[src/rtl/delay_line.sv]
// Runtime-programmable WIDTH-bit delay line (1..MAX_DELAY enabled steps) built on a circular buffer,
// with stall, flush, on-the-fly reconfiguration and an out_valid flag for real history.
module delay_line #(
  parameter int unsigned WIDTH         = 8,
  parameter int unsigned MAX_DELAY     = 16,
  parameter int unsigned DEFAULT_DELAY = 2,
  localparam int unsigned AW           = $clog2(MAX_DELAY + 1)
) (
  input  logic             clk,
  input  logic             rst,
  input  logic             en,
  input  logic             flush,
  input  logic             cfg_load,
  input  logic [AW-1:0]    delay_sel,
  input  logic [WIDTH-1:0] sig_in,
  output logic [WIDTH-1:0] sig_out,
  output logic             out_valid,
  output logic [AW-1:0]    delay_cur,
  output logic             cfg_err
);

  localparam int unsigned PW    = (MAX_DELAY > 1) ? $clog2(MAX_DELAY) : 1;
  localparam logic [AW-1:0] MAX_D = AW'(MAX_DELAY);
  localparam logic [AW-1:0] DEF_D = AW'(DEFAULT_DELAY);
  localparam logic [AW-1:0] ONE_D = AW'(1);
  localparam logic [PW-1:0] LAST  = PW'(MAX_DELAY - 1);

  logic [WIDTH-1:0] mem [MAX_DELAY];
  logic [PW-1:0]    wr_ptr;
  logic [AW-1:0]    fill;

  logic [AW-1:0]    clamp_sel;
  logic             clamp_hit;
  logic [AW-1:0]    d_eff;
  logic             push;
  logic             update_out;
  logic [AW-1:0]    fill_base;
  logic [AW-1:0]    fill_nxt;
  logic             valid_nxt;
  logic [AW-1:0]    back;
  logic [AW-1:0]    wp_ext;
  logic [AW-1:0]    rd_full;
  logic [PW-1:0]    rd_idx;
  logic [WIDTH-1:0] rd_data;
  logic [WIDTH-1:0] sig_out_nxt;
  logic [PW-1:0]    wr_ptr_nxt;

  // Next-state logic: clamp, fill tracking and read index into the ring
  always_comb begin
    clamp_sel   = delay_sel;
    clamp_hit   = 1'b0;
    d_eff       = delay_cur;
    push        = 1'b0;
    update_out  = 1'b0;
    fill_base   = fill;
    fill_nxt    = fill;
    valid_nxt   = 1'b0;
    back        = '0;
    wp_ext      = '0;
    rd_full     = '0;
    rd_idx      = '0;
    rd_data     = '0;
    sig_out_nxt = '0;
    wr_ptr_nxt  = wr_ptr;

    if (delay_sel == '0) begin
      clamp_sel = ONE_D;
      clamp_hit = 1'b1;
    end else if (delay_sel > MAX_D) begin
      clamp_sel = MAX_D;
      clamp_hit = 1'b1;
    end

    if (cfg_load) d_eff = clamp_sel;

    push       = en && !flush;
    update_out = push || flush || cfg_load;

    if (flush || cfg_load) fill_base = '0;
    fill_nxt = fill_base;
    if (push) fill_nxt = (fill_base >= d_eff) ? d_eff : fill_base + ONE_D;
    valid_nxt = (fill_nxt >= d_eff);

    // Read slot sits D-1 entries behind the slot being written; wrap without underflow
    back   = d_eff - ONE_D;
    wp_ext = AW'(wr_ptr);
    if (wp_ext >= back) rd_full = wp_ext - back;
    else                rd_full = (MAX_D - back) + wp_ext;
    rd_idx = PW'(rd_full);

    // D=1 reads the slot being written this edge, so bypass the array
    rd_data     = (d_eff == ONE_D) ? sig_in : mem[rd_idx];
    sig_out_nxt = valid_nxt ? rd_data : '0;

    if (push) wr_ptr_nxt = (wr_ptr == LAST) ? '0 : wr_ptr + PW'(1);
  end

  // Control and output registers
  always_ff @(posedge clk or posedge rst) begin
    if (rst) begin
      sig_out   <= '0;
      out_valid <= 1'b0;
      cfg_err   <= 1'b0;
      delay_cur <= DEF_D;
      fill      <= '0;
      wr_ptr    <= '0;
    end else begin
      cfg_err <= cfg_load && clamp_hit;
      if (cfg_load) delay_cur <= clamp_sel;
      fill   <= fill_nxt;
      wr_ptr <= wr_ptr_nxt;
      if (update_out) begin
        sig_out   <= sig_out_nxt;
        out_valid <= valid_nxt;
      end
    end
  end

  // Storage is never reset; fill gating keeps unwritten entries off the output
  always_ff @(posedge clk) begin
    if (push) mem[wr_ptr] <= sig_in;
  end

endmodule

[config.mk]
export PLATFORM = sky130hd
export DESIGN_NAME = delay_line
export DESIGN_NICKNAME = d
export VERILOG_FILES = /design/src/rtl/delay_line.sv
export SDC_FILE = /design/constraint.sdc
export NUM_CORES = 1
export LEC_CHECK = 0
export BUFFER_PORTS_ARGS = -buffer_cell sky130_fd_sc_hd__buf_2
export CAP_MARGIN = 20
export CORE_MARGIN = 8
export CORE_UTILIZATION = 24
export DETAILED_ROUTE_END_ITERATION = 8
export GPL_ROUTABILITY_DRIVEN = 0
export PLACE_DENSITY_LB_ADDON = 0.05
export SETUP_SLACK_MARGIN = 0.4
export SYNTH_ARGS = -nofsm -noshare
export SYNTH_HDL_FRONTEND = slang
export SYNTH_SLANG_ARGS = --single-unit
[constraint.sdc]
create_clock -name clk -period 4.8 [get_ports clk]
set_input_delay 0.48 -clock clk [delete_from_list [all_inputs] [get_ports clk]]
set_output_delay 0.48 -clock clk [all_outputs]
set_load 0.01 [all_outputs]
==> results of run 1 <==
[flip-flops by register name (all words and copies together), names as in the netlist]
signal,count
cfg_err,1
fill,5
delay_cur,5
sig_out,8
out_valid,1
mem,128
wr_ptr,4
[cells in the final DEF (no fill, tap or decap), types with 6 or more instances in the layout]
cell type	synthesis	final
a21oi_1	10	7
mux2_2	7	7
clkbuf_16	0	17
nor2_1	25	25
buf_4	1	21
ha_1	19	15
buf_2	1	32
o21ai_1	8	8
mux2_1	7	7
nand3_1	7	7
mux4_2	32	32
edfxtp_1	128	128
inv_1	13	11
a222oi_1	7	7
nor2b_1	8	6
nand2b_1	7	7
dfrtp_1	23	23
nand2_1	22	22
[worst max-delay path, cell delays in order]
cell and delay [ps]:
buf_2 130, or4_4 550, ha_4 200, nor2_4 170, a31oi_4 130, ha_4 230
a21oi_2 140, o21ai_2 80, maj3_2 340, a21oi_4 220, nor3b_1 70, a311oi_1 260
or2_1 150, ha_1 210, nand2b_1 140, a21o_1 180, a21oi_2 140, o221a_1 270
o32a_4 220, a2bb2oi_2 140, o31ai_2 70
[logic make-up after synthesis]
family | synth area share, %
flip-flops | 67.4
AND/OR/NAND/NOR | 6.20
multiplexers | 14.0
AO/OA/AOI/OAI | 5.14
buffers and inverters | 1.90
adder cells (fa/ha/maj) | 4.06
XOR/XNOR | 1.31
[power by group]
| part | switching (mW) | total (mW) | leakage [nW] | internal [mW] |
|---|---|---|---|---|
| logic | 0.906 | 1.68 | 1.10 | 0.778 |
| clock network | 0.593 | 1.33 | 0.283 | 0.736 |
| registers | 0.0714 | 1.60 | 1.47 | 1.53 |
[timing repair]
action	in CTS	in global routing
setup endpoints to repair	0	9
endpoints found under the hold margin	0	0
setup buffers	0	3
gates resized for setup	0	9
[worst paths after layout]
kind | start | endpoint | slack [ps] | cells past startpoint
min in group clk | flush | fill[0] | 310 | 2
worst min register to register | out_valid | out_valid | 470 | 2
max in group asynchronous | rst | delay_cur[1] | 4230 | 3
worst min-delay path | rst | delay_cur[3] | 50 | 2
worst max register to register | delay_cur[1] | sig_out[0] | 1060 | 18
worst max-delay path | delay_sel[2] | sig_out[0] | 580 | 21
[metal layers]
| layer | vias up | track usage (%) | share of wire (%) |
|---|---|---|---|
| met5 | - | 0 | 0 |
| met4 | 0 | 2.62 | 0.77 |
| met3 | 9 | 2.51 | 4.1 |
| met2 | 79 | 16.1 | 45 |
| met1 | 1907 | 15.5 | 50 |
| li1 | 1664 | - | - |
[cell type report]
class	count	area, um2	share of cell area [%]
Sequential cell	152	4450	54.8
Multi-Input combinational cell	209	2170	26.7
Timing Repair Buffer	59	428	5.28
Tap cell	341	427	5.26
Clock buffer	17	425	5.25
Clock inverter	15	156	1.93
Inverter	15	56.3	0.695
[per-stage QoR]
| stage | std cells | hold slack [ps] |
|---|---|---|
| after floorplan | 390 | 494 |
| after global placement | 767 | 474 |
| after detailed placement | 771 | 459 |
| after CTS | 803 | 293 |
| after global routing | 808 | 43.8 |
| final | 808 | 50.7 |
==> results.md, run 1 <==
- Worst setup SP type: input port
- Wirelength, routed: 17.6 mm
- Max-slew violation count: 0
- Sequential area share after synthesis: 67.4%
- Setup TNS: 0 ps
- Clk buf depth: 2
- Status: complete, no violations
- Post-synth top flop: edfxtp_1
- Routed len/inst: 21.7 um
- H-tree depth: 4
- Final min period: 4220 ps
- DIE AREA: 0.0330 mm2
- Most common cell in the netlist: edfxtp_1
- Number of fill cells: 2643
- Post-synth net total: 428
- First-pass GRT wire length: 25.8 mm
- Port-buffer cells: 32
- Clk pin slew, worst setup/hold paths: 70 ps
- Final period utilization: 87.8%
- Crit path kind: input port to flip-flop
- DIE WIDTH: 182 um
- CTS root buffer: clkbuf_16
- Gate Count Post-Synth: 390
- Total gr overflow: 0
- Least-Margin Pin Slew: 1070 ps
- CTS Buf Count: 17
- Synth top area share: 58.3%
- Synth unique cells: 51
- Largest net degree at the start of global routing: 33
- Final WS setup: 585 ps
- Total power: 4.61 mW
- Ant. Diodes: 0
- Yosys warning total: 0
- Critical Path Sink Type: flip-flop
- Peak VDD IR: 0.000327 V
- Max-cap violations: 0
- Worst rel slew slack: 28.7%
- Dpl hpwl: 11.4 mm
- Core area: 0.0270 mm2
- Count of final setup violators: 0
- Hold Vio Cnt, Final: 0
- Share of layout cells above drive strength 1: 35.3%
- Async SR Flop Fraction: 15.8%
- Worst min-delay path class: input port to async pin
- Utilization after layout: 30.1%
- RSZ-0062 raised after global routing: no
- Pre-CTS setup slack: 26.3 ps
- Final ANT Viol Nets: 0
- P_leak: 2.85 nW
- Initial antenna violation count: 0
- Crit path required time: 5110 ps
- Number of vias per cell: 4.53
- Total GRT Usage: 10.8%
- Iteration-0 DRC Markers: 254
- Synth area leader: edfxtp_1
- Die Y: 182 um
- Synth Register Bits: 152
- Core Rows: 60
- Clock tree from TritonCTS: built
- Residual DRC: 0
- DR vias: 3659
- Crit-path max FO: 5
- Critical Path AT: 4520 ps
- Post-CTS Hold Buffers: 0
- PwrDens: 569 mW/mm2
- Post-synthesis area per instance: 16.9 um2
- Pre-antenna DRT Iters: 5
- Clk sink count: 152
- Vias in the first global route: 3842
- Initial core utilization: 24.5%
- Final #Nets: 492
- Post-Syn Area: 0.00660 mm2
- Clock Latency Late Sink: 420 ps
- # IOs: 33
- Top cells by count, synth: edfxtp_1 (128), mux4_2 (32), nor2_1 (25)
- EDFF count, synth: 128
- Clock skew: 8.00 ps
- Leading post-synthesis cells by cell area: edfxtp_1 (58%), mux4_2 (11%), dfrtp_1 (8.7%), ha_1 (3.6%), nor2_1 (1.4%)
- Peak Freq: 237 MHz
- Post-DP Area: 0.00742 mm2
- Final Instance Area: 0.00811 mm2
- Syn-to-layout area delta: 22.9%
Note: power is estimated with default switching activity, not from simulation.
==> run 2: changes to the inputs <==
--- a/config.mk
+++ b/config.mk
@@ -9,6 +9,7 @@
 export CAP_MARGIN = 20
 export CORE_MARGIN = 8
 export CORE_UTILIZATION = 24
+export CTS_BUF_LIST = sky130_fd_sc_hd__clkbuf_8
 export DETAILED_ROUTE_END_ITERATION = 8
 export GPL_ROUTABILITY_DRIVEN = 0
 export PLACE_DENSITY_LB_ADDON = 0.05
==> run 2 against run 1 <==
Effect of this change: clock skew rose by 5.3 ps; largest cell class unchanged; cell count decreased by 0.12%; sequential power barely moved; utilization is 0.77 points lower; register-to-register slack got worse by 50 ps; sequential cell count is the same; non-clock buffer count down 1; sequential share of layout area rose by 1.4 points; critical path depth unchanged; power decreased by 7.9%; hold slack better by 230 ps.
==> results.md, run 2 (synthesis results as in run 1) <==
- Status: complete, no violations
- Crit path max-delay family: compound AO/OA/AOI/OAI gates
- PwrDens: 538 mW/mm2
- Utilization after layout: 29.3%
- P_leak: 2.76 nW
- Final min period: 4230 ps
- Clk sink count: 152
- Max-slew violation count: 0
- Largest register by flop count: mem
- Final #Nets: 491
- Syn-to-layout area delta: 19.7%
- Worst rel slew slack: 30.9%
- Clk buf depth: 2
- Cells along the critical path: buf_2 -> or4_4 -> ha_2 -> nor2_4 -> a31oi_4 -> ha_4 -> a21oi_2 -> o21ai_2 -> maj3_2 -> a21oi_4 -> nor3b_1 -> a311oi_1 -> or2_1 -> ha_1 -> nand2b_1 -> a21o_1 -> a21oi_2 -> o221a_1 -> o32a_4 -> a2bb2oi_2 -> o31ai_2
- Number of vias per cell: 4.49
- Worst min-delay path class: input port to flip-flop
- DR vias: 3621
- Critical Path AT: 4570 ps
- Peak Freq: 236 MHz
- CTS root buffer: clkbuf_8
- RSZ-0062 raised after global routing: no
- Critical Path Sink Type: flip-flop
- Cell internal pwr: 2.73 mW
- P_sw: 1.52 mW
- Vias in the first global route: 3829
- Share of layout cells above drive strength 1: 34.5%
- # IOs: 33
- Slowest stage delay, CP: 520 ps
- Final period utilization: 88.1%
- Total power: 4.25 mW
- Wirelength, routed: 17.5 mm
- Clock tree from TritonCTS: built
- Peak VDD IR: 0.000361 V
- Crit path required time: 5140 ps
- Largest register FFs: 128
- Initial core utilization: 24.5%
- Core Rows: 60
- Clock Latency Late Sink: 450 ps
- Routed len/inst: 21.7 um
- Pre-CTS setup slack: 26.3 ps
- Port-buffer cells: 32
- Die Y: 182 um
- H-tree depth: 4
- WHS: 277 ps
- Most frequent cells in the layout: edfxtp_1 (128), mux4_2 (32), buf_2 (32)
- Clk pwr share: 23.0%
- Crit-path max FO: 5
- Least-Margin Pin Slew: 1030 ps
- Final WS setup: 571 ps
- DP Cell Count: 771
- Pre-antenna DRT Iters: 6
- Clock skew: 13.3 ps
- Initial antenna violation count: 0
- Total gr overflow: 0
- Total GRT Usage: 10.8%
- Core area: 0.0270 mm2
- DIE AREA: 0.0330 mm2
- Sw Ratio: 35.7%
- Max-cap violations: 0
- CTS Buf Count: 17
- DIE WIDTH: 182 um
- Ant. Diodes: 0
- Commonest non-fill, non-tap cell in the layout: edfxtp_1
- Residual DRC: 0
- Post-DP Area: 0.00742 mm2
- Setup TNS: 0 ps
- Crit path kind: input port to flip-flop
- Logic pwr share: 39.4%
- Final Instance Area: 0.00790 mm2
- Bufs and invs on worst path: 1
- Largest net degree at the start of global routing: 33
- Biggest registers after layout: mem (128), sig_out (8)
- Iteration-0 DRC Markers: 235
- Dpl hpwl: 11.4 mm
- Hold Vio Cnt, Final: 0
- Count of final setup violators: 0
- Non-Filler Instances: 807
- Final ANT Viol Nets: 0
- First-pass GRT wire length: 25.8 mm
- Worst setup SP type: input port
- Crit path top cell by count: a21oi_2
- Clk pin slew, worst setup/hold paths: 90 ps
- Sequential share of power: 37.6%
- Slowest stage cell, crit path: or4_4
[run 2: layout make-up]
| class | instances | area (um2) |
|---|---|---|
| clock inverter | 15 | 156 |
| multi-input combinational | 209 | 2160 |
| sequential | 152 | 4450 |
| tap | 341 | 427 |
| timing repair buffer | 58 | 423 |
| fill | 2656 | 19100 |
| clock buffer | 17 | 234 |
| inverter | 15 | 56.3 |
[run 2: worst paths after layout]
kind                           endpoint  cells past startpoint          from  slack [ps]
setup / recovery             sig_out[0]                     21  delay_sel[2]         570
hold / removal                  fill[0]                      2         flush         280
setup reg to reg             sig_out[0]                     18  delay_cur[1]        1010
hold reg to reg               out_valid                      2     out_valid         480
max in group asynchronous  delay_cur[1]                      4           rst        3710
min in group asynchronous  delay_cur[3]                      3           rst         560
[run 2: metal layers]
| metal | track usage (%) | vias to the layer above | share of wire, % |
|---|---|---|---|
| li1 | - | 1655 | - |
| met1 | 15.5 | 1868 | 50 |
| met2 | 16.2 | 89 | 45 |
| met3 | 2.69 | 9 | 4.6 |
| met4 | 2.53 | 0 | 0.85 |
| met5 | 0 | - | 0 |
[run 2: power groups by stage]
stage	clock, mW	combinational (mW)	sequential [mW]
4_1_cts	1.03	1.69	1.60
2_1_floorplan	0	1.04	1.61
6_report	0.978	1.67	1.60
3_5_place_dp	0	1.68	1.63
5_1_grt	1.07	1.81	1.61
3_3_place_gp	0	1.69	1.63
[run 2: repair_timing]
action	in CTS	in global routing
endpoints found under the setup margin	0	6
hold buffers	0	1
gates resized for setup	0	6
buffers inserted	0	1
endpoints found under the hold margin	0	3
==> run 3: changes to the inputs <==
--- a/config.mk
+++ b/config.mk
@@ -5,12 +5,12 @@
 export SDC_FILE = /design/constraint.sdc
 export NUM_CORES = 1
 export LEC_CHECK = 0
-export BUFFER_PORTS_ARGS = -buffer_cell sky130_fd_sc_hd__buf_2
 export CAP_MARGIN = 20
 export CORE_MARGIN = 8
 export CORE_UTILIZATION = 24
 export CTS_BUF_LIST = sky130_fd_sc_hd__clkbuf_8
 export DETAILED_ROUTE_END_ITERATION = 8
+export DONT_BUFFER_PORTS = 1
 export GPL_ROUTABILITY_DRIVEN = 0
 export PLACE_DENSITY_LB_ADDON = 0.05
 export SETUP_SLACK_MARGIN = 0.4
==> run 3 against run 2 <==
Effect of this change: power down 2.1%; clock skew up 3.0 ps; sequential cell count unchanged; largest cell class unchanged; count of clock-buffer cells in the layout unchanged; critical path type unchanged.
==> results.md, run 3 (synthesis results as in run 1) <==
- Status: complete, no violations
- Final period utilization: 86.6%
- CTS Buf Count: 17
- DIE WIDTH: 182 um
- Pre-CTS setup slack: 189 ps
- Port-buffer cells: 0
- Reg2Reg Depth: 17
- Core area: 0.0270 mm2
- Worst setup SP type: input port
- Biggest registers after layout: mem (128), sig_out (8)
- RSZ-0062 raised after global routing: no
- Setup TNS: 0 ps
- Die Y: 182 um
- Bufs and invs on worst path: 2
- Worst rel slew slack: 27.6%
- P_leak: 2.56 nW
- Hold path cells: 1
- Syn-to-layout area delta: 15.6%
- Post-CTS sizing: 0
- Non-Filler Instances: 765
- Critical Path AT: 4530 ps
- PwrDens: 546 mW/mm2
- Wirelength, routed: 16.7 mm
- Largest register FFs: 128
- Clk pwr share: 23.6%
- Sw Ratio: 35.3%
- Final WS setup: 641 ps
- Pre-antenna DRT Iters: 6
- Cells along the critical path: or4_4 -> ha_2 -> nor2b_1 -> o22ai_2 -> inv_1 -> ha_1 -> nor2b_1 -> o21ai_1 -> maj3_2 -> a21oi_2 -> buf_4 -> a311oi_1 -> or2_1 -> ha_1 -> nand2b_1 -> a21o_1 -> a21oi_2 -> o221a_1 -> o32a_4 -> o31ai_2
- Count of final setup violators: 0
- Total GRT Usage: 10.6%
- R2r endpoint: sig_out[0]
- # Post-CTS Setup Buffers: 0
- Least-Margin Pin Slew: 1080 ps
- Share of layout cells above drive strength 1: 26.9%
- Slowest stage cell, crit path: or4_4
- Clock Latency Late Sink: 450 ps
- Final ANT Viol Nets: 0
- Peak VDD IR: 0.000280 V
- Slowest stage delay, CP: 520 ps
- Clk buf depth: 2
- Reg2reg start: delay_cur[1]
- Final min period: 4160 ps
- Largest net degree at the start of global routing: 33
- Critical Path Sink Type: flip-flop
- Hold Vio Cnt, Final: 0
- Clk pin slew, worst setup/hold paths: 100 ps
- Routed len/inst: 21.9 um
- Utilization after layout: 28.3%
- Critical path origin: delay_sel[3]
- Initial antenna violation count: 0
- R2R Setup Slk: 940 ps
- DP Cell Count: 730
- Peak Freq: 240 MHz
- Largest register by flop count: mem
- Residual DRC: 0
- Crit path required time: 5170 ps
- Crit path kind: input port to flip-flop
- Ant. Diodes: 0
- Post-CTS Hold Buffers: 0
- Final #Nets: 449
- DIE AREA: 0.0330 mm2
- CTS root buffer: clkbuf_8
- Max-cap violations: 0
- Worst min-delay path class: input port to flip-flop
- Commonest non-fill, non-tap cell in the layout: edfxtp_1
- WHS: 97.9 ps
- Cell internal pwr: 2.69 mW
- Total gr overflow: 0
- First-pass GRT wire length: 25.1 mm
- # IOs: 33
- Logic pwr share: 37.3%
- Clk sink count: 152
- Number of vias per cell: 4.51
- Iteration-0 DRC Markers: 314
- Hold_sp: flush
- Dpl hpwl: 11.0 mm
- Crit path max-delay family: compound AO/OA/AOI/OAI gates
- Max-slew violation count: 0
- DR vias: 3447
- Hold endpoint: fill[0]
- P_sw: 1.47 mW
- Sequential share of power: 39.1%
- Core Rows: 60
- Crit-path max FO: 10
- Most frequent cells in the layout: edfxtp_1 (128), mux4_2 (32), nor2_1 (25)
- H-tree depth: 4
- Vias in the first global route: 3708
- Clock skew: 16.2 ps
- Clock tree from TritonCTS: built
- Initial core utilization: 24.5%
## run 3: cell types whose count changed in the layout (fill, tap and decap cells not counted), moves of 2 or more
cell	before	now
clkinv_4	3	1
nor2b_2	2	0
nor2b_1	6	8
inv_6	4	7
inv_8	4	2
buf_2	32	0
buf_4	19	11
## run 3: worst max path at each step
stage	depth (start not counted)	slack, ps	endpoint
global route	20	420	sig_out[0]
detailed placement	20	190	sig_out[0]
floorplan	21	420	sig_out[0]
global placement	20	290	sig_out[0]
CTS	21	690	sig_out[0]
finish	20	640	sig_out[0]
## run 3: layout make-up
| type | count | area [um2] |
|---|---|---|
| Timing Repair Buffer | 17 | 191 |
| Clock buffer | 17 | 234 |
| Clock inverter | 15 | 156 |
| Sequential cell | 152 | 4450 |
| Inverter | 15 | 56.3 |
| Multi-Input combinational cell | 208 | 2110 |
| Fill cell | 2684 | 19300 |
| Tap cell | 341 | 427 |
## run 3: routing by layer
layer,GRT usage [%],vias to the layer above,routed length [um]
li1,-,1564,-
met2,17.2,68,8000
met3,3.19,10,788
met5,0,-,0
met1,13.6,1805,7820
met4,2.59,0,120
## run 3: power by group through the flow
stage               Combinational [mW]  Clock [mW]  Sequential, mW
floorplan                         1.04           0            1.61
global placement                  1.58           0            1.65
detailed placement                1.58           0            1.66
CTS                               1.58        1.02            1.63
global route                      1.67        1.07            1.64
finish                            1.55       0.982            1.62
## run 3: through the flow
step / instance area (um2) / total power [mW]
finish: 7620 / 4.16
floorplan: 6660 / 2.65
CTS: 7570 / 4.22
global route: 7620 / 4.38
detailed placement: 7180 / 3.23
global placement: 7180 / 3.24
